`src/rtl/otter_sa_dcache.sv`:
```
// N-way set-associative write-back, write-allocate data cache for the OTTER RV32I core.
// Lookup is combinational in IDLE; misses write back a dirty victim, then refill word by word.
module otter_sa_dcache #(
    parameter int unsigned WAYS       = 2,
    parameter int unsigned SETS       = 4,
    parameter int unsigned LINE_WORDS = 4
) (
    input  logic        CLK,
    input  logic        RST,
    input  logic        CPU_RD,
    input  logic        CPU_WE,
    input  logic [31:0] CPU_ADDR,
    input  logic [31:0] CPU_DIN,
    input  logic [1:0]  CPU_SIZE,
    input  logic        CPU_SIGN,
    output logic [31:0] CPU_DOUT,
    output logic        STALL,
    output logic        MEM_REQ,
    output logic        MEM_WE,
    output logic [31:0] MEM_ADDR,
    output logic [31:0] MEM_WDATA,
    input  logic [31:0] MEM_RDATA,
    input  logic        MEM_ACK
);
    localparam int unsigned WORD_W = $clog2(LINE_WORDS);
    localparam int unsigned IDX_W  = $clog2(SETS);
    localparam int unsigned TAG_W  = 30 - WORD_W - IDX_W;
    localparam int unsigned WAY_W  = (WAYS > 1) ? $clog2(WAYS) : 1;

    typedef enum logic [1:0] {IDLE, WB, REFILL} state_t;

    state_t              state;
    logic [WORD_W-1:0]   cnt_q;
    logic [WAY_W-1:0]    victim_q;
    logic [IDX_W-1:0]    idx_q;
    logic [TAG_W-1:0]    req_tag_q;

    logic [WAYS-1:0]     valid_q [SETS];
    logic [WAYS-1:0]     dirty_q [SETS];
    logic [WAY_W-1:0]    ptr_q   [SETS];
    logic [TAG_W-1:0]    tag_q   [WAYS][SETS];
    logic [31:0]         data_q  [WAYS][SETS][LINE_WORDS];

    logic [1:0]          a_off;
    logic [WORD_W-1:0]   a_word;
    logic [IDX_W-1:0]    a_idx;
    logic [TAG_W-1:0]    a_tag;

    assign a_off  = CPU_ADDR[1:0];
    assign a_word = CPU_ADDR[WORD_W+1:2];
    assign a_idx  = CPU_ADDR[WORD_W+IDX_W+1:WORD_W+2];
    assign a_tag  = CPU_ADDR[31:WORD_W+IDX_W+2];

    logic              hit;
    logic [WAY_W-1:0]  hit_way;
    logic              inv_found;
    logic [WAY_W-1:0]  inv_way;
    logic [WAY_W-1:0]  victim;
    logic              legal;
    logic              req;
    logic              store_hit;
    logic              refill_last;
    logic [WORD_W-1:0] cnt_nxt;
    logic [WORD_W-1:0] cnt_last;
    logic [31:0]       rd_word;
    logic [31:0]       shifted;
    logic [31:0]       wdata_sh;
    logic [3:0]        be;
    logic [31:0]       merged;

    assign cnt_nxt  = cnt_q + 1'b1;
    assign cnt_last = WORD_W'(LINE_WORDS - 1);

    // Tag compare and first-invalid-way search over the indexed set
    always_comb begin
        hit       = 1'b0;
        hit_way   = '0;
        inv_found = 1'b0;
        inv_way   = '0;
        for (int unsigned w = 0; w < WAYS; w++) begin
            if (valid_q[a_idx][w] && (tag_q[w][a_idx] == a_tag)) begin
                hit     = 1'b1;
                hit_way = WAY_W'(w);
            end
            if (!inv_found && !valid_q[a_idx][w]) begin
                inv_found = 1'b1;
                inv_way   = WAY_W'(w);
            end
        end
        victim = inv_found ? inv_way : ptr_q[a_idx];
    end

    // Size/offset legality and byte-lane enables
    always_comb begin
        legal = 1'b0;
        be    = 4'b0000;
        case (CPU_SIZE)
            2'd0: begin legal = 1'b1;             be = 4'b0001 << a_off; end
            2'd1: begin legal = (a_off != 2'd3);  be = 4'b0011 << a_off; end
            2'd2: begin legal = (a_off == 2'd0);  be = 4'b1111;          end
            default: begin legal = 1'b0;          be = 4'b0000;          end
        endcase
    end

    assign req         = (CPU_RD | CPU_WE) & legal;
    assign store_hit   = (state == IDLE) && req && hit && CPU_WE;
    assign refill_last = (state == REFILL) && MEM_ACK && (cnt_q == cnt_last);
    assign STALL       = (state != IDLE) || (req && !hit);

    assign rd_word  = data_q[hit_way][a_idx][a_word];
    assign shifted  = rd_word >> {a_off, 3'b000};
    assign wdata_sh = CPU_DIN << {a_off, 3'b000};

    always_comb begin
        merged = rd_word;
        for (int unsigned i = 0; i < 4; i++) begin
            if (be[i]) merged[i*8 +: 8] = wdata_sh[i*8 +: 8];
        end
    end

    // Load data sizing and extension; zero whenever nothing is being serviced
    always_comb begin
        CPU_DOUT = '0;
        if ((state == IDLE) && CPU_RD && !CPU_WE && legal && hit) begin
            case (CPU_SIZE)
                2'd0:    CPU_DOUT = {{24{~CPU_SIGN & shifted[7]}},  shifted[7:0]};
                2'd1:    CPU_DOUT = {{16{~CPU_SIGN & shifted[15]}}, shifted[15:0]};
                default: CPU_DOUT = shifted;
            endcase
        end
    end

    // Line data and tags carry no reset; only valid bits define contents
    always_ff @(posedge CLK) begin
        if (!RST) begin
            if (store_hit) data_q[hit_way][a_idx][a_word] <= merged;
            if ((state == REFILL) && MEM_ACK) data_q[victim_q][idx_q][cnt_q] <= MEM_RDATA;
            if (refill_last) tag_q[victim_q][idx_q] <= req_tag_q;
        end
    end

    // Controller: miss handling, line state and registered memory-side outputs
    always_ff @(posedge CLK) begin
        if (RST) begin
            state     <= IDLE;
            cnt_q     <= '0;
            victim_q  <= '0;
            idx_q     <= '0;
            req_tag_q <= '0;
            MEM_REQ   <= 1'b0;
            MEM_WE    <= 1'b0;
            MEM_ADDR  <= '0;
            MEM_WDATA <= '0;
            for (int unsigned s = 0; s < SETS; s++) begin
                valid_q[s] <= '0;
                dirty_q[s] <= '0;
                ptr_q[s]   <= '0;
            end
        end else begin
            case (state)
                IDLE: begin
                    if (store_hit) dirty_q[a_idx][hit_way] <= 1'b1;
                    if (req && !hit) begin
                        victim_q  <= victim;
                        idx_q     <= a_idx;
                        req_tag_q <= a_tag;
                        cnt_q     <= '0;
                        MEM_REQ   <= 1'b1;
                        if (!inv_found) begin
                            ptr_q[a_idx] <= (ptr_q[a_idx] == WAY_W'(WAYS - 1)) ? '0
                                                                                : ptr_q[a_idx] + 1'b1;
                        end
                        if (dirty_q[a_idx][victim]) begin
                            state     <= WB;
                            MEM_WE    <= 1'b1;
                            MEM_ADDR  <= {tag_q[victim][a_idx], a_idx, {WORD_W{1'b0}}, 2'b00};
                            MEM_WDATA <= data_q[victim][a_idx][0];
                        end else begin
                            state    <= REFILL;
                            MEM_WE   <= 1'b0;
                            MEM_ADDR <= {a_tag, a_idx, {WORD_W{1'b0}}, 2'b00};
                        end
                    end
                end
                WB: begin
                    if (MEM_ACK) begin
                        if (cnt_q == cnt_last) begin
                            dirty_q[idx_q][victim_q] <= 1'b0;
                            state    <= REFILL;
                            cnt_q    <= '0;
                            MEM_WE   <= 1'b0;
                            MEM_ADDR <= {req_tag_q, idx_q, {WORD_W{1'b0}}, 2'b00};
                        end else begin
                            cnt_q     <= cnt_nxt;
                            MEM_ADDR  <= {tag_q[victim_q][idx_q], idx_q, cnt_nxt, 2'b00};
                            MEM_WDATA <= data_q[victim_q][idx_q][cnt_nxt];
                        end
                    end
                end
                REFILL: begin
                    if (MEM_ACK) begin
                        if (cnt_q == cnt_last) begin
                            valid_q[idx_q][victim_q] <= 1'b1;
                            dirty_q[idx_q][victim_q] <= 1'b0;
                            state   <= IDLE;
                            cnt_q   <= '0;
                            MEM_REQ <= 1'b0;
                            MEM_WE  <= 1'b0;
                        end else begin
                            cnt_q    <= cnt_nxt;
                            MEM_ADDR <= {req_tag_q, idx_q, cnt_nxt, 2'b00};
                        end
                    end
                end
                default: begin
                    state   <= IDLE;
                    MEM_REQ <= 1'b0;
                    MEM_WE  <= 1'b0;
                end
            endcase
        end
    end
endmodule

```
`config.mk`:
```
export PLATFORM = sky130hd
export DESIGN_NAME = otter_sa_dcache
export DESIGN_NICKNAME = d
export VERILOG_FILES = /design/src/rtl/otter_sa_dcache.sv
export SDC_FILE = /design/constraint.sdc
export NUM_CORES = 2
export LEC_CHECK = 0
export BUFFER_PORTS_ARGS = -buffer_cell sky130_fd_sc_hd__buf_2
export CAP_MARGIN = 10
export CORE_ASPECT_RATIO = 1.2
export CORE_UTILIZATION = 46
export CTS_BUF_LIST = sky130_fd_sc_hd__clkbuf_8 sky130_fd_sc_hd__clkbuf_16
export DETAILED_ROUTE_END_ITERATION = 8
export GPL_TIMING_DRIVEN = 1
export PLACE_DENSITY_LB_ADDON = 0.1
export SLEW_MARGIN = 20
export SYNTH_ARGS = -nofsm -noshare
export SYNTH_HDL_FRONTEND = slang
export SYNTH_SLANG_ARGS = --single-unit
```
`constraint.sdc`:
```
create_clock -name CLK -period 8.9 [get_ports CLK]
set_input_delay 1.335 -clock CLK [delete_from_list [all_inputs] [get_ports CLK]]
set_output_delay 1.335 -clock CLK [all_outputs]
set_load 0.02 [all_outputs]
```
Yosys cells after proc, flatten, opt, wreduce, memory -nomap -nowiden:

Memory sizes are Yosys's and may differ from the RTL's. A register that Yosys moved wholly into a read port is not among the register bits.
Cells that the tools add are included.
W data, S select, Z words.

* $add $sub $neg: 2
* order comparisons: 14
* equality and inequality tests: 18
* shift operators: 4
* mux-type cells: 137
* bitwise logic cells: 13
* reduce and logical (&&, ||, !) cells: 43

Operator list (number)
* $mux W512: 4
* $mux W128: 8
* $bmux W128 S2: 3
* $mux W32: 17
* $demux W128 S2: 2
* $reduce_or A512 Y1: 1
* $mux W26: 9
* $bmux W26 S2: 4
* $bmux W32 S2: 2
* $demux W32 S2: 2
* $pmux W32 S2: 2
* $mux W104: 1
* $pmux W32 S3: 1
* $demux W26 S2: 1
* $eq A26 B26 Y1: 2
* $mux W1: 47
* $mux W2: 22
* $mux W8: 4
* $shl A32 B5 Y32: 1
* $shr A32 B5 Y32: 1
* $logic_and A1 B1 Y1: 19
* $ge A3 B3 Y1 const B: 5
* $not A2 Y3: 5
* $reduce_and A5 Y1: 3
* 30 further kinds: 65

* register bits after elaboration: 99
* memory bits (writable): 1252
* bits of input ports: 104
* output and inout port bits: 99
* word-level logic and storage cells: 245
* memories: 5

Memories
* data_q: depth 2, width 512, read ports 3, clocked after memory_dff 1, write ports 1, RTL line 42 `logic [31:0] data_q [WAYS][SETS][LINE_WORDS];`
* tag_q: depth 2, width 104, read ports 4, clocked after memory_dff 1, write ports 1, RTL line 41 `logic [TAG_W-1:0] tag_q [WAYS][SETS];`
* dirty_q: depth 4, width 2, read ports 1, clocked after memory_dff 0, write ports 4, RTL line 39 `logic [WAYS-1:0] dirty_q [SETS];`
* valid_q: depth 4, width 2, read ports 1, clocked after memory_dff 0, write ports 4, RTL line 38 `logic [WAYS-1:0] valid_q [SETS];`
* ptr_q: depth 4, width 1, read ports 1, clocked after memory_dff 0, write ports 4, RTL line 40 `logic [WAY_W-1:0] ptr_q [SETS];`

Depth between registers and ports, before layout:

An unclocked memory read counts as a cell.

* depth in word-level cells: 18
* depth in mapped cells: 21
* gate-level depth less buffers: 11

Worst setup path before layout:

No wires, ideal clock.

* path type: input -> output
* from: in CPU_ADDR[5]
* to: out CPU_DOUT[2]
* arrival time: 5.236 ns
* data required time: 7.565 ns
* path slack: 2.329 ns
* stages on the path: 16
* path buffers: 5
* cells stage by stage: buf_4 clkbuf_1 mux4_2 xor2_1 nor4_2 nand4b_1 or4b_1 buf_2 nor2_4 buf_2 clkbuf_1 nand2_1 a32oi_1 a31o_2 nor3_1 o32ai_1

* word-level cells in the longest chain between the ends: 17
* elaborated cells between the ends (all ways): 26
* classes of those cells: eq/ne (2); shift (1); mux (17); bitwise (1); reduce/logical (3); memory (2)

Ends and longest elaborated chain
* start, declared: RTL line 12 `input logic [31:0] CPU_ADDR,`
* $not A2 Y3 (implied by the code): RTL line 81, 110
* $bmux W26 S2: RTL line 81 `if (valid_q[a_idx][w] && (tag_q[w][a_idx] == a_tag)) begin`
* $mux W26 (implied by the code) (2 in series): RTL line 81
* $eq A26 B26 Y1: RTL line 81
* $logic_and A1 B1 Y1: RTL line 81
* $mux W1: RTL line 81
* $mem_v2 Z2 W512
* $bmux W128 S2: RTL line 110 `assign rd_word = data_q[hit_way][a_idx][a_word];`
* $mux W128 (implied by the code) (2 in series): RTL line 110
* $bmux W32 S2: RTL line 110
* $mux W32 (implied by the code) (2 in series): RTL line 110
* $shr A32 B5 Y32: RTL line 111 `assign shifted = rd_word >> {a_off, 3'b000};`
* $pmux W32 S2: RTL line 125 `case (CPU_SIZE)`
* $mux W32 *: RTL line 124 `if ((state == IDLE) && CPU_RD && !CPU_WE && legal && hit) begin`
* end, declared: RTL line 16 `output logic [31:0] CPU_DOUT,`

Every way passes the cells marked *; elsewhere a longest branch is shown, timed or not. The select of a mux whose other input is x is not followed.

Worst setup path after layout:

* from: in CPU_ADDR[4]
* to: out CPU_DOUT[10]

* word-level cells in the longest chain between the ends: 18
* elaborated cells between the ends (all ways): 27
* classes of those cells: eq/ne (2); shift (1); mux (17); bitwise (2); reduce/logical (3); memory (2)

Ends and longest elaborated chain
* $not A2 Y3 (implied by the code): RTL line 81, 110
* $bmux W26 S2: RTL line 81
* $mux W26 (implied by the code) (2 in series): RTL line 81
* $eq A26 B26 Y1: RTL line 81
* $logic_and A1 B1 Y1: RTL line 81
* $mux W1: RTL line 81
* $mem_v2 Z2 W512
* $bmux W128 S2: RTL line 110
* $mux W128 (implied by the code) (2 in series): RTL line 110
* $bmux W32 S2: RTL line 110
* $mux W32 (implied by the code) (2 in series): RTL line 110
* $shr A32 B5 Y32: RTL line 111
* $and A1 B1 Y1: RTL line 126 `2'd0: CPU_DOUT = {{24{~CPU_SIGN & shifted[7]}}, shifted[7:0]};`
* $pmux W32 S2: RTL line 125
* $mux W32 *: RTL line 124

Marked as above.

==> metrics.txt <==
DRT Pass-1 Iters 9; Routed met1 length 92600 um; Syn Inst Count 4644; Top Layer Used met5; crit path DAT 7180 ps; DIE HEIGHT 424.5 um; initial drt markers 7287; hold_sp MEM_WDATA[9]$_SDFFE_PP0P_; FF-to-FF End data_q[0][82]$_DFFE_PP_; WL per Instance 37.62 um; post-synth top area share 0.5494; Total GRT Usage 0.3426; initial antenna violation count 16; peak supply drop 236.3 uV; Slew Limit Fails 0; CP max FO 32; CTS Buf Count 144; TritonCTS sink count 1350; Initial Util 0.4649; Crit Reg-Reg Startpoint tag_q[1][24]$_DFFE_PP_; I/O Buffers 200; Hold Path Cell Cnt 2; hold endpoint MEM_WDATA[9]$_SDFFE_PP0P_; Final min period 8513 ps; Clock Pin Slew Worst Setup and Hold Paths 60 ps; Yosys warnings 0; Rel. slew slack 0.2073; Vias/cell 7.017; Worst-Margin Slew 1189 ps; Layout area overhead 13.25%; CTS Hold Bufs 0; Core ar. 147200 um2; pin count of the biggest net entering global routing 127; Post-synth EDFFs 1252; Core Rows 154; Seq cells post-synth 1350; failing checks DRC; HP Class reg -> reg; nets@finish 4906; H-tree depth 4; final WL 258500 um; first-pass GRT wire length 361100 um; Post-synth ARST share 0; crit share post-route 0.9566; Post-route DRC 2; max cap viols 0; post-synth cell types 88; layout cells sized above 1 0.2893; fmax 0.1175 GHz; PwrDens 218.3 nW/um2; non-filler instance count after layout 6871; syn avg cell area 14.74 um2; GRT overflow 0; crit end category output pin; RSZ-0062 raised after global routing false; WP data required 7570 ps; Seq/Total Area, Yosys 0.5781; R2R depth 13; setup bufs post-CTS 0; post-cts resize count 0; setup TNS 0 ps; number of global-route vias before repair 47273; Longest Clk Path Bufs 3; Die X 354.1 um; DP Cell Count 6596; clock skew 34.47 ps; status finished, violations left; clock root cell clkbuf_16; Fillers 12174; cell leakage power 24.87 nW; Final Setup Violations 0; Placement Setup Slack 398.8 ps; Cell Area, Synth 68430 um2; TritonCTS clock tree yes; Hold Vio Cnt, Final 0; post-route ant nets 0; Detailed Place HPWL 158600 um; routability cong. 0.9172; DR WL met2 121200 um; worst skew pair latency 800 ps; Vias 48216; Synth top cells by count edfxtp_1 (1252), mux4_2 (591), nand2_1 (533); DR WL met3 28860 um; DIE AREA 150300 um2; count leader, synth edfxtp_1; Synth area leaders edfxtp_1 (55%), mux4_2 (19%), nand2_1 (2.9%); Post-Route Utilization 0.5265; worst setup margin 386.6 ps; Synth area leader edfxtp_1; Synth Flop Type edfxtp_1; reg2reg setup slack 3280 ps; IO Pins 203; CP Class in -> out; Startpoint Class input port
worst max-delay path: stages:
cell and delay [ps]:
buf_8 310, buf_4 300, mux4_2 550, xor2_1 190
nor4_1 550, o21a_1 240, and4_2 740, a311oi_1 190
a2111oi_0 600, or4_1 380, mux2i_4 150, o2111ai_4 780
o2111ai_1 500, buf_2 310
worst max-delay path by stage:
stage	startpoint	end	slack, ps	depth (start not counted)
floorplan	CPU_ADDR[5]	CPU_DOUT[2]	2330	16
global placement	CPU_ADDR[4]	CPU_DOUT[21]	520	15
detailed placement	CPU_ADDR[4]	CPU_DOUT[21]	400	15
CTS	CPU_ADDR[4]	CPU_DOUT[21]	410	15
global route	CPU_ADDR[4]	CPU_DOUT[21]	250	16
finish	CPU_ADDR[4]	CPU_DOUT[10]	390	14
final cells by class:
type	instances	area, um2	share of cell area
Timing Repair Buffer	409	3024	0.03902
Clock inverter	104	828.3	0.01069
Sequential cell	1350	39570	0.5106
Multi-Input combinational cell	2860	27620	0.3564
Inverter	29	111.4	0.001437
Tap cell	1950	2440	0.03148
Antenna cell	9	22.52	0.0002906
Clock buffer	160	3880	0.05006
placed cells by master, fill, tap and decap left out, types with 43 or more instances in the layout:
master and n:
edfxtp_1 1252, nor2_1 189, buf_2 197, a22oi_1 64
nand3_1 131, a31oi_1 43, o21ai_0 199, inv_1 57
a211oi_1 141, and3_1 65, dfxtp_1 94, clkbuf_16 149
a21oi_1 113, mux4_2 591, nand2_1 531, buf_4 176
mux2i_1 160, mux2_2 72
power by group:
group	total [W]	leakage, nW	switching [W]	internal (W)
Combinational	0.00331	10.3	0.00218	0.00114
Clock	0.00607	2.44	0.00259	0.00348
Sequential	0.00754	12.2	0.000160	0.00738
Total	0.0169	24.9	0.00493	0.0120
cells by family (layout without fill, tap and decap cells):
group                    count (synthesis)  in the layout  share of synthesized area
other                                    1             11                 0.00005480
multiplexers                           824            824                     0.2301
XOR/XNOR                                44             44                   0.005631
adder cells (fa/ha/maj)                  8              8                   0.001463
flip-flops                            1350           1350                     0.5781
buffers and inverters                  435            702                    0.02635
AND/OR/NAND/NOR                       1137           1137                    0.07423
AO/OA/AOI/OAI                          845            845                    0.08414
sequential cells by signal, indices dropped and copies added, names as in the netlist, named ones only:
name       count
MEM_WDATA     32
MEM_ADDR      30
dirty_q        8
state          2
valid_q        8
victim_q       1
idx_q          2
req_tag_q     26
cnt_q          2
tag_q        208
MEM_WE         1
MEM_REQ        1
data_q      1024
ptr_q          4
metal layers:
metal / up-vias / GRT usage
met1: 24906 / 0.4359
met2: 3378 / 0.5409
met5: - / 0
li1: 19189 / -
met4: 10 / 0.1910
met3: 733 / 0.08185
per-stage QoR:
step | hold WS (ps) | area [um2] | power (W)
3_5_place_dp | 443.9 | 72680 | 0.01094
5_1_grt | 482.0 | 77480 | 0.01735
4_1_cts | 451.7 | 77390 | 0.01693
2_1_floorplan | 503.5 | 68440 | 0.009600
3_3_place_gp | 440.6 | 72660 | 0.01091
6_report | 454.0 | 77500 | 0.01692
No activity file was read; power rests on OpenSTA's default activity.
